===== config.mk =====
export PLATFORM = sky130hd
export DESIGN_NAME = rc5_core
export DESIGN_NICKNAME = d
export VERILOG_FILES = /design/src/rtl/rc5_pkg.sv /design/src/rtl/rc5_round.sv /design/src/rtl/rc5_core.sv
export SDC_FILE = /design/constraint.sdc
export NUM_CORES = 2
export LEC_CHECK = 0
export CORE_MARGIN = 8
export CORE_UTILIZATION = 35
export DETAILED_ROUTE_END_ITERATION = 6
export PLACE_DENSITY = 0.52
export SLEW_MARGIN = 20
export SYNTH_ARGS = -nofsm -noshare
export SYNTH_HDL_FRONTEND = slang
export SYNTH_SLANG_ARGS = --single-unit

===== constraint.sdc =====
create_clock -name clk -period 12.7 [get_ports clk]
set_input_delay 1.27 -clock clk [delete_from_list [all_inputs] [get_ports clk]]
set_output_delay 1.27 -clock clk [all_outputs]
set_load 0.02 [all_outputs]

===== src/rtl/rc5_pkg.sv =====
// Shared RC5 definitions: FSM states, mode encoding and the P/Q magic
// constants used by key expansion for each supported word width.
package rc5_pkg;

    typedef enum logic [2:0] {
        IDLE,
        PRE,
        ROUND,
        POST,
        DONE
    } rc5_state_e;

    localparam logic MODE_ENC = 1'b0;
    localparam logic MODE_DEC = 1'b1;

    function automatic logic [63:0] rc5_p(input int unsigned w);
        case (w)
            16:      return 64'h0000_0000_0000_B7E1;
            32:      return 64'h0000_0000_B7E1_5163;
            default: return 64'hB7E1_5162_8AED_2A6B;
        endcase
    endfunction

    function automatic logic [63:0] rc5_q(input int unsigned w);
        case (w)
            16:      return 64'h0000_0000_0000_9E37;
            32:      return 64'h0000_0000_9E37_79B9;
            default: return 64'h9E37_79B9_7F4A_7C15;
        endcase
    endfunction

endpackage


===== src/rtl/rc5_round.sv =====
// One RC5 half-round pair (both words) in either direction; purely combinational.
module rc5_round #(
    parameter int W = 32
) (
    input  logic         dec,
    input  logic [W-1:0] a_in,
    input  logic [W-1:0] b_in,
    input  logic [W-1:0] s_a,
    input  logic [W-1:0] s_b,
    output logic [W-1:0] a_out,
    output logic [W-1:0] b_out
);

    localparam int L = $clog2(W);

    function automatic logic [W-1:0] rotl(input logic [W-1:0] x, input logic [L-1:0] n);
        logic [2*W-1:0] t;
        t = {x, x} << n;
        return t[2*W-1:W];
    endfunction

    function automatic logic [W-1:0] rotr(input logic [W-1:0] x, input logic [L-1:0] n);
        logic [2*W-1:0] t;
        t = {x, x} >> n;
        return t[W-1:0];
    endfunction

    // The second word of each direction depends on the freshly updated first word.
    always_comb begin
        a_out = a_in;
        b_out = b_in;
        if (!dec) begin
            a_out = rotl(a_in ^ b_in, b_in[L-1:0]) + s_a;
            b_out = rotl(b_in ^ a_out, a_out[L-1:0]) + s_b;
        end else begin
            b_out = rotr(b_in - s_b, a_in[L-1:0]) ^ a_in;
            a_out = rotr(a_in - s_a, b_out[L-1:0]) ^ b_out;
        end
    end

endmodule


===== src/rtl/rc5_core.sv =====
// Iterative RC5 encrypt/decrypt core: one round per clock, externally loaded
// subkey table, valid/ready handshake on both sides.
module rc5_core
    import rc5_pkg::*;
#(
    parameter  int W  = 32,
    parameter  int R  = 12,
    localparam int T  = 2 * R + 2,
    localparam int AW = $clog2(T)
) (
    input  logic          clk,
    input  logic          rst,
    input  logic          key_we,
    input  logic [AW-1:0] key_addr,
    input  logic [W-1:0]  key_wdata,
    output logic          key_err,
    input  logic          in_valid,
    output logic          in_ready,
    input  logic          in_mode,
    input  logic [W-1:0]  in_a,
    input  logic [W-1:0]  in_b,
    output logic          out_valid,
    input  logic          out_ready,
    output logic [W-1:0]  out_a,
    output logic [W-1:0]  out_b
);

    rc5_state_e   state_q, state_d;
    logic [W-1:0] a_q, a_d, b_q, b_d;
    logic [W-1:0] out_a_q, out_a_d, out_b_q, out_b_d;
    logic         mode_q, mode_d;
    logic [7:0]   rnd_q, rnd_d;
    logic         key_err_q, key_err_d;
    logic [W-1:0] s_q [T];
    logic [W-1:0] s_d [T];

    logic [8:0]    rnd_i;
    logic [AW-1:0] idx_a, idx_b;
    logic [W-1:0]  rnd_a, rnd_b;
    logic          addr_ok;

    // Round index runs 1..R for encrypt and R..1 for decrypt from one up-counter.
    assign rnd_i   = (mode_q == MODE_DEC) ? (9'(R) - {1'b0, rnd_q}) : ({1'b0, rnd_q} + 9'd1);
    assign idx_a   = AW'({rnd_i, 1'b0});
    assign idx_b   = AW'({rnd_i, 1'b1});
    assign addr_ok = ({1'b0, key_addr} < (AW+1)'(T));

    rc5_round #(.W(W)) u_round (
        .dec   (mode_q),
        .a_in  (a_q),
        .b_in  (b_q),
        .s_a   (s_q[idx_a]),
        .s_b   (s_q[idx_b]),
        .a_out (rnd_a),
        .b_out (rnd_b)
    );

    always_comb begin
        state_d   = state_q;
        a_d       = a_q;
        b_d       = b_q;
        mode_d    = mode_q;
        rnd_d     = rnd_q;
        out_a_d   = out_a_q;
        out_b_d   = out_b_q;
        key_err_d = 1'b0;
        s_d       = s_q;

        if (key_we) begin
            if (state_q == IDLE && addr_ok) s_d[key_addr] = key_wdata;
            else                            key_err_d     = 1'b1;
        end

        case (state_q)
            IDLE: begin
                if (in_valid) begin
                    a_d     = in_a;
                    b_d     = in_b;
                    mode_d  = in_mode;
                    rnd_d   = '0;
                    state_d = (in_mode == MODE_ENC) ? PRE : ROUND;
                end
            end
            PRE: begin
                a_d     = a_q + s_q[0];
                b_d     = b_q + s_q[1];
                state_d = ROUND;
            end
            ROUND: begin
                a_d   = rnd_a;
                b_d   = rnd_b;
                rnd_d = rnd_q + 8'd1;
                if (rnd_q == 8'(R - 1)) begin
                    if (mode_q == MODE_DEC) begin
                        state_d = POST;
                    end else begin
                        out_a_d = rnd_a;
                        out_b_d = rnd_b;
                        state_d = DONE;
                    end
                end
            end
            POST: begin
                a_d     = a_q - s_q[0];
                b_d     = b_q - s_q[1];
                out_a_d = a_q - s_q[0];
                out_b_d = b_q - s_q[1];
                state_d = DONE;
            end
            DONE: begin
                if (out_ready) state_d = IDLE;
            end
            default: state_d = IDLE;
        endcase
    end

    always_ff @(posedge clk or negedge rst) begin
        if (!rst) begin
            state_q   <= IDLE;
            a_q       <= '0;
            b_q       <= '0;
            mode_q    <= MODE_ENC;
            rnd_q     <= '0;
            out_a_q   <= '0;
            out_b_q   <= '0;
            key_err_q <= 1'b0;
            for (int unsigned i = 0; i < T; i++) s_q[i] <= '0;
        end else begin
            state_q   <= state_d;
            a_q       <= a_d;
            b_q       <= b_d;
            mode_q    <= mode_d;
            rnd_q     <= rnd_d;
            out_a_q   <= out_a_d;
            out_b_q   <= out_b_d;
            key_err_q <= key_err_d;
            for (int unsigned i = 0; i < T; i++) s_q[i] <= s_d[i];
        end
    end

    assign key_err   = key_err_q;
    assign in_ready  = (state_q == IDLE);
    assign out_valid = (state_q == DONE);
    assign out_a     = out_a_q;
    assign out_b     = out_b_q;

endmodule


# Yosys cells after proc, flatten, opt, wreduce, memory -nomap -nowiden

Cells that the tools add are included.

Register bits: 973
Bits of input ports: 107
Output and inout bits: 67

Muxes and demuxes: 32
Reductions and logical operators: 12
Bitwise logic cells: 7
Eq/ne operators: 9
Add/subtract/negate cells: 11
Magnitude comparators: 5
Shift-type cells: 4

Operators by type and width:

| kind                  | count |
|---|---|
| $bwmux W832           | 1 |
| $mux W32              | 13 |
| $bmux W32 S5          | 2 |
| $pmux W32 S4          | 2 |
| $demux W32 S5         | 1 |
| $add A32 B32 Y32      | 4 |
| $pmux W32 S2          | 2 |
| $shl A64 B5 Y64       | 2 |
| $shr A64 B5 Y32       | 2 |
| $sub A32 B32 Y32      | 4 |
| $xor A32 B32 Y32      | 4 |
| $ge A6 B6 Y1 const B  | 3 |
| $not A5 Y6            | 3 |
| $pmux W8 S2           | 1 |
| $pmux W3 S5           | 1 |
| $mux W3               | 4 |
| $add A8 B1 Y8 const B | 1 |
| $eq A8 B4 Y1 const B  | 1 |
| $mux W8               | 1 |
| $reduce_and A2 Y1     | 4 |
| $eq A3 B2 Y1 const B  | 2 |
| $lt A6 B1 Y1 const B  | 1 |
| $ne A2 B2 Y1 const B  | 3 |
| $reduce_and A3 Y1     | 2 |
| 13 further kinds      | 16 |

# Logic depth before layout (Yosys ltp)

Word-level depth: 15
Depth in mapped cells: 54
Mapped depth without buffers: 50

# By module

A second synthesis with hierarchy kept.

Cells, all modules: 7,026
Area total of the unflattened synthesis: 70,004.6 um^2

By module, submodules not included:

| module    | cells each | seq. area each (um^2) | times used | area each (um^2) |
|---|---|---|---|---|
| rc5_core  | 4,386      | 24,348.4              | 1          | 51,836.0 |
| rc5_round | 2,640      | 0.0                   | 1          | 18,168.7 |

# Worst setup path before layout

Ideal clock, no wire load.

Kind: reg2reg
Start: register a_q[0]
End: register b_q[31]
Slack: 2.140 ns
Path buffers: 9
Required time: 12.618 ns
Stages on the path, launching flop included: 51
Data arrival time: 10.478 ns
Cells stage by stage: dfrtp_1 -> clkbuf_1 -> clkbuf_1 -> clkbuf_1 -> clkbuf_1 -> clkbuf_1 -> buf_2 -> buf_2 -> buf_1 -> clkbuf_1 -> mux2i_1 -> mux2i_1 -> mux2_2 -> mux4_2 -> ha_1 -> inv_1 -> fa_1 -> nor2b_1 -> [15 not listed] -> ha_1 -> and2_1 -> a221oi_1 -> o21ai_0 -> nor2_1 -> a2111oi_0 -> o31ai_1 -> o21ai_0 -> a31oi_1 -> o21ai_0 -> o41ai_1 -> o2111ai_1 -> a21o_1 -> a21oi_1 -> xnor2_1 -> xnor2_1 -> nand3_1 -> a31oi_1

Longest elaborated chain between the ends: 8
Elaborated cells between the ends (all ways): 10

Ends and longest elaborated chain:

| what                     | RTL line        | RTL |
|---|---|---|
| start: declaration       | rc5_core.sv:29  | `logic [W-1:0] a_q, a_d, b_q, b_d;` |
| start signal: assignment | rc5_core.sv:120 | `a_q <= '0;` |
| start signal: assignment | rc5_core.sv:130 | `a_q <= a_d;` |
| $xor A32 B32 Y32         | rc5_round.sv:33 | `a_out = rotl(a_in ^ b_in, b_in[L-1:0]) + s_a;` |
| $shl A64 B5 Y64          | rc5_round.sv:18 | `t = {x, x} << n;` |
| $add A32 B32 Y32         | rc5_round.sv:33 |  |
| $xor A32 B32 Y32         | rc5_round.sv:34 | `b_out = rotl(b_in ^ a_out, a_out[L-1:0]) + s_b;` |
| $shl A64 B5 Y64          | rc5_round.sv:18 |  |
| $add A32 B32 Y32         | rc5_round.sv:34 |  |
| $mux W32 *               | rc5_round.sv:32 | `if (!dec) begin` |
| $pmux W32 S4 *           | rc5_core.sv:74  | `case (state_q)` |
| end signal: assignment   | rc5_core.sv:121 | `b_q <= '0;` |
| end signal: assignment   | rc5_core.sv:131 | `b_q <= b_d;` |
| end: declaration         | rc5_core.sv:29  |  |

Every way passes the cells marked *; elsewhere a longest branch is shown, timed or not.
A chain may end at the register's enable or synchronous reset.

# Worst setup path after layout

Start: register rnd_q[0]
End: register b_q[31]

Longest elaborated chain between the ends: 12
Elaborated cells between the ends (all ways): 20

Ends and longest elaborated chain:

| what                                           | RTL line        | RTL |
|---|---|---|
| start: declaration                             | rc5_core.sv:32  | `logic [7:0] rnd_q, rnd_d;` |
| start signal: assignment                       | rc5_core.sv:133 | `rnd_q <= rnd_d;` |
| $add A4 B1 Y4 or $sub A4 B4 Y4 (tied branches) | rc5_core.sv:43  | `assign rnd_i = (mode_q == MODE_DEC) ? (9'(R) - {1'b0, rnd_q}) : ({1'b0, rnd_q} + 9'd1);` |
| $mux W4 *                                      | rc5_core.sv:43  |  |
| $not A5 Y6 (not written as such)               | rc5_core.sv:52  | `.s_a (s_q[idx_a]),` |
| $bmux W32 S5                                   | rc5_core.sv:52  |  |
| $mux W32 (not written as such) (2 in series)   | rc5_core.sv:52  |  |
| $add A32 B32 Y32                               | rc5_round.sv:33 |  |
| $xor A32 B32 Y32                               | rc5_round.sv:34 |  |
| $shl A64 B5 Y64                                | rc5_round.sv:18 |  |
| $add A32 B32 Y32                               | rc5_round.sv:34 |  |
| $mux W32 *                                     | rc5_round.sv:32 |  |
| $pmux W32 S4 *                                 | rc5_core.sv:74  |  |

Every way passes the cells marked *; elsewhere a longest branch is shown, timed or not. The select of a mux whose other input is x is not followed.

==> impl_summary.txt <==
----------------------------------------------------
[Outcome]
  Status ... finished clean

[Clocking]
  Master cell of the clock root buffer ... clkbuf_16
  CTS sink cnt ... 973
  Maximum level of the CTS H-tree ... 3
  Clock-pin transition on the worst setup and hold timing paths ... 0.07 ns
  Clock latency of the later-clocked register in the worst-skew pair ... 0.74 ns
  Number of CTS-inserted buffers ... 101
  Clock tree buffer depth ... 3
  CTS tree ... done

[Floorplan]
  Core Region ... 197,000 µm²
  Site row count ... 163
  Starting density of the core ... 0.352
  Total Die Area ... 213,000 µm²
  Boundary pin count ... 174
  Die boundary width ... 461 µm
  Die span in y ... 461 µm

[Critical path]
  Highest cell delay on the worst timing path ... 0.69 ns
  Endpoint required time on the critical path ... 13.35 ns
  Class of the most critical setup path ... flip-flop to flip-flop
  Cell with the largest stage delay on the worst path ... a2111oi_0
  Top fanout value on the critical path ... 16
  FF-to-FF End ... b_q[31]
  Worst-case reg-to-reg path depth ... 43
  Critical R2R Launch ... rnd_q[0]
  Arrival time worst endpoint ... 12.61 ns
  Dominant cell type by count on the critical path ... xnor2_1
  Type of element capturing the critical path ... flip-flop
  Crit path launch type ... flip-flop
  Setup slack of the most critical reg-to-reg path ... 0.74 ns

[Global routing]
  Total GRT Usage ... 0.275
  Total gr overflow ... 0
  Wire length of the first global-routing pass ... 430,000 µm
  Number of global-route vias before repair ... 56,400
  Number of antenna violations at the first check in global routing ... 12
  Pin count of the biggest net entering global routing ... 192

[Route]
  Total wire length ... 304,000 µm
  Iteration-0 DRC Markers ... 5,700
  Total iterations of the first detailed-routing run ... 6
  Wire length per cell after detailed routing ... 31.3 µm
  Via density ... 6.07
  Antenna-violating nets left ... 0
  Number of remaining DRC errors ... 0
  Detailed-route via count ... 58,900

[Timing]
  Transition time at the pin with the least slew margin ... 1.35 ns
  Setup total negative slack ... 0 ns
  Worst clock skew ... 0.0450 ns
  Worst hold slack after final layout ... 0.481 ns
  Pins Over Slew Limit ... 0
  Relative slew slack ... 0.0922
  # setup viols final ... 0
  Final Hold Vio Count ... 0
  Final Critical Period ... 11.96 ns
  Max Freq ... 0.0836 GHz
  Portion of the clock cycle consumed by the worst path in the final layout ... 0.941
  Unrepaired setup endpoints after global routing ... false

[Logic synthesis]
  Cell taking the most area after synthesis ... dfrtp_1
  Count of unique library cells instantiated by Yosys ... 119
  Part of the Yosys area used for sequential elements ... 0.351
  Area of the mapped netlist ... 69,400 µm²
  Share of async-settable or async-resettable flops after synthesis ... 1.00
  Mapped Cells ... 6,974
  Synth Register Bits ... 973
  Most numerous cell types in the synthesized netlist ... 973 x dfrtp_1, 849 x mux2_2, 573 x nand2_1, 501 x a21oi_1, 472 x nor2_1
  Count of flip-flops with a built-in enable after synthesis ... 0
  Top cell type's share of synthesized area ... 0.351
  Syn nets ... 7,341
  Top flip-flop cell by instance count after synthesis ... dfrtp_1
  Most common cell in the netlist ... dfrtp_1
  Avg Cell Area, Syn ... 9.95 µm²
  YS warnings ... 0
  Cells taking the most area after synthesis ... dfrtp_1 35%, mux2_2 14%, mux4_2 7.7%, ha_1 4.5%, a21oi_1 3.6%

[Job]
  Max_cap viols ... 0

[Min path]
  Hold Crit Class ... flip-flop to flip-flop
  Min-Delay Path Depth ... 2
  Hold EP ... out_b[11]
  Startpoint of the lowest-slack hold path ... out_b[11]

[Final layout]
  Nets ... 7,333
  Layout-stage area growth over the synthesis result ... 13.3%
  Non-filler instance count after layout ... 9,704
  Proportion of layout cells with a drive suffix above 1 ... 0.239

[Placed design]
  Count of port buffers added during placement ... 173
  Final weighted congestion in routability-driven placement ... 1.06
  Post-detailed-placement half-perimeter wirelength ... 231,000 µm
  Post-Place Cells ... 9,492

----------------------------------------------------
[final cells by class]
class | instances | area [µm²]
Clock inverter | 34 | 609
Clock buffer | 152 | 3100
Multi-Input combinational cell | 5230 | 42500
Inverter | 241 | 910
Tap cell | 2640 | 3300
Fill cell | 19400 | 119000
Timing Repair Buffer | 419 | 3750
Antenna cell | 15 | 37.5
Sequential cell | 973 | 24400
[what timing repair did]
action                                  in CTS  in global routing
endpoints found under the setup margin       0                 11
resized for setup                            0                  5
setup buffers                                0                  8
hold buffers                                 0                  0
[cell usage in the layout, fill, tap and decap left out, types with 32 or more instances in the layout]
cell type	count
clkbuf_8	32
o21a_1	41
mux4_2	236
o21ai_0	335
clkbuf_16	105
nor2b_1	36
o22ai_1	54
o211ai_1	59
nand3_1	89
inv_1	232
ha_1	251
a22oi_1	33
nor3_1	119
o21bai_1	38
nand2b_1	48
and2_1	38
xor2_1	114
mux2i_1	224
a211o_1	34
a21oi_1	499
a211oi_1	71
nor2_1	459
dfrtp_1	964
clkdlybuf4s50_1	166
mux2_2	849
nand2_1	562
xnor2_1	203
o31ai_1	32
a31oi_1	60
a21o_1	78
and3_1	104
buf_4	230
or3_1	39
[per-stage QoR]
stage                util  setup slack (ns)  area (µm²)
floorplan               -              2.14       69400
global placement    0.379             0.470       74700
detailed placement  0.379             0.374       74700
CTS                 0.397             0.311       78400
global route        0.398            0.0799       78500
finish              0.398             0.744       78600
[worst max-delay path, delay by kind of cell, from the launching register on]
family,cells,cell delay [ns]
and+or+nand+nor,7,0.86
DFF,1,0.52
muxes,5,1.83
buffers and inverters,3,0.61
xor gates and xnor gates,4,0.71
AOI/OAI and AO/OA,21,5.89
adders and majority gates,3,1.41
[flip-flops by register name, summed over array words and instances (netlist names)]
name	cells
key_err	1
out_b	32
b_q	32
state_q	3
rnd_q	8
mode_q	1
a_q	32
out_a	32
s_q	832
[kinds of logic after synthesis]
| family | synth area share |
|---|---|
| DFF | 0.351 |
| buffers and inverters | 0.0431 |
| AOI/OAI and AO/OA | 0.161 |
| and+or+nand+nor | 0.108 |
| xor gates and xnor gates | 0.0416 |
| muxes | 0.248 |
| adders and majority gates | 0.0478 |
[how the worst max path moves through the flow]
stage	startpoint	end	slack [ns]
floorplan	a_q[0]	b_q[31]	2.14
global placement	rnd_q[0]	b_q[31]	0.47
detailed placement	rnd_q[0]	out_b[31]	0.37
CTS	rnd_q[0]	b_q[31]	0.31
global route	rnd_q[0]	b_q[31]	0.08
finish	rnd_q[0]	b_q[31]	0.74
[per-layer routing]
| metal | part of all wire | vias to the layer above | track usage |
|---|---|---|---|
| li1 | - | 25700 | - |
| met1 | 0.43 | 30400 | 0.375 |
| met2 | 0.44 | 2334 | 0.423 |
| met3 | 0.064 | 564 | 0.0448 |
| met4 | 0.061 | 2 | 0.139 |
| met5 | 0.000036 | - | 0 |
Power is not shown: default switching activity piles up to over one toggle a cycle in this logic, so the estimate is an artifact.
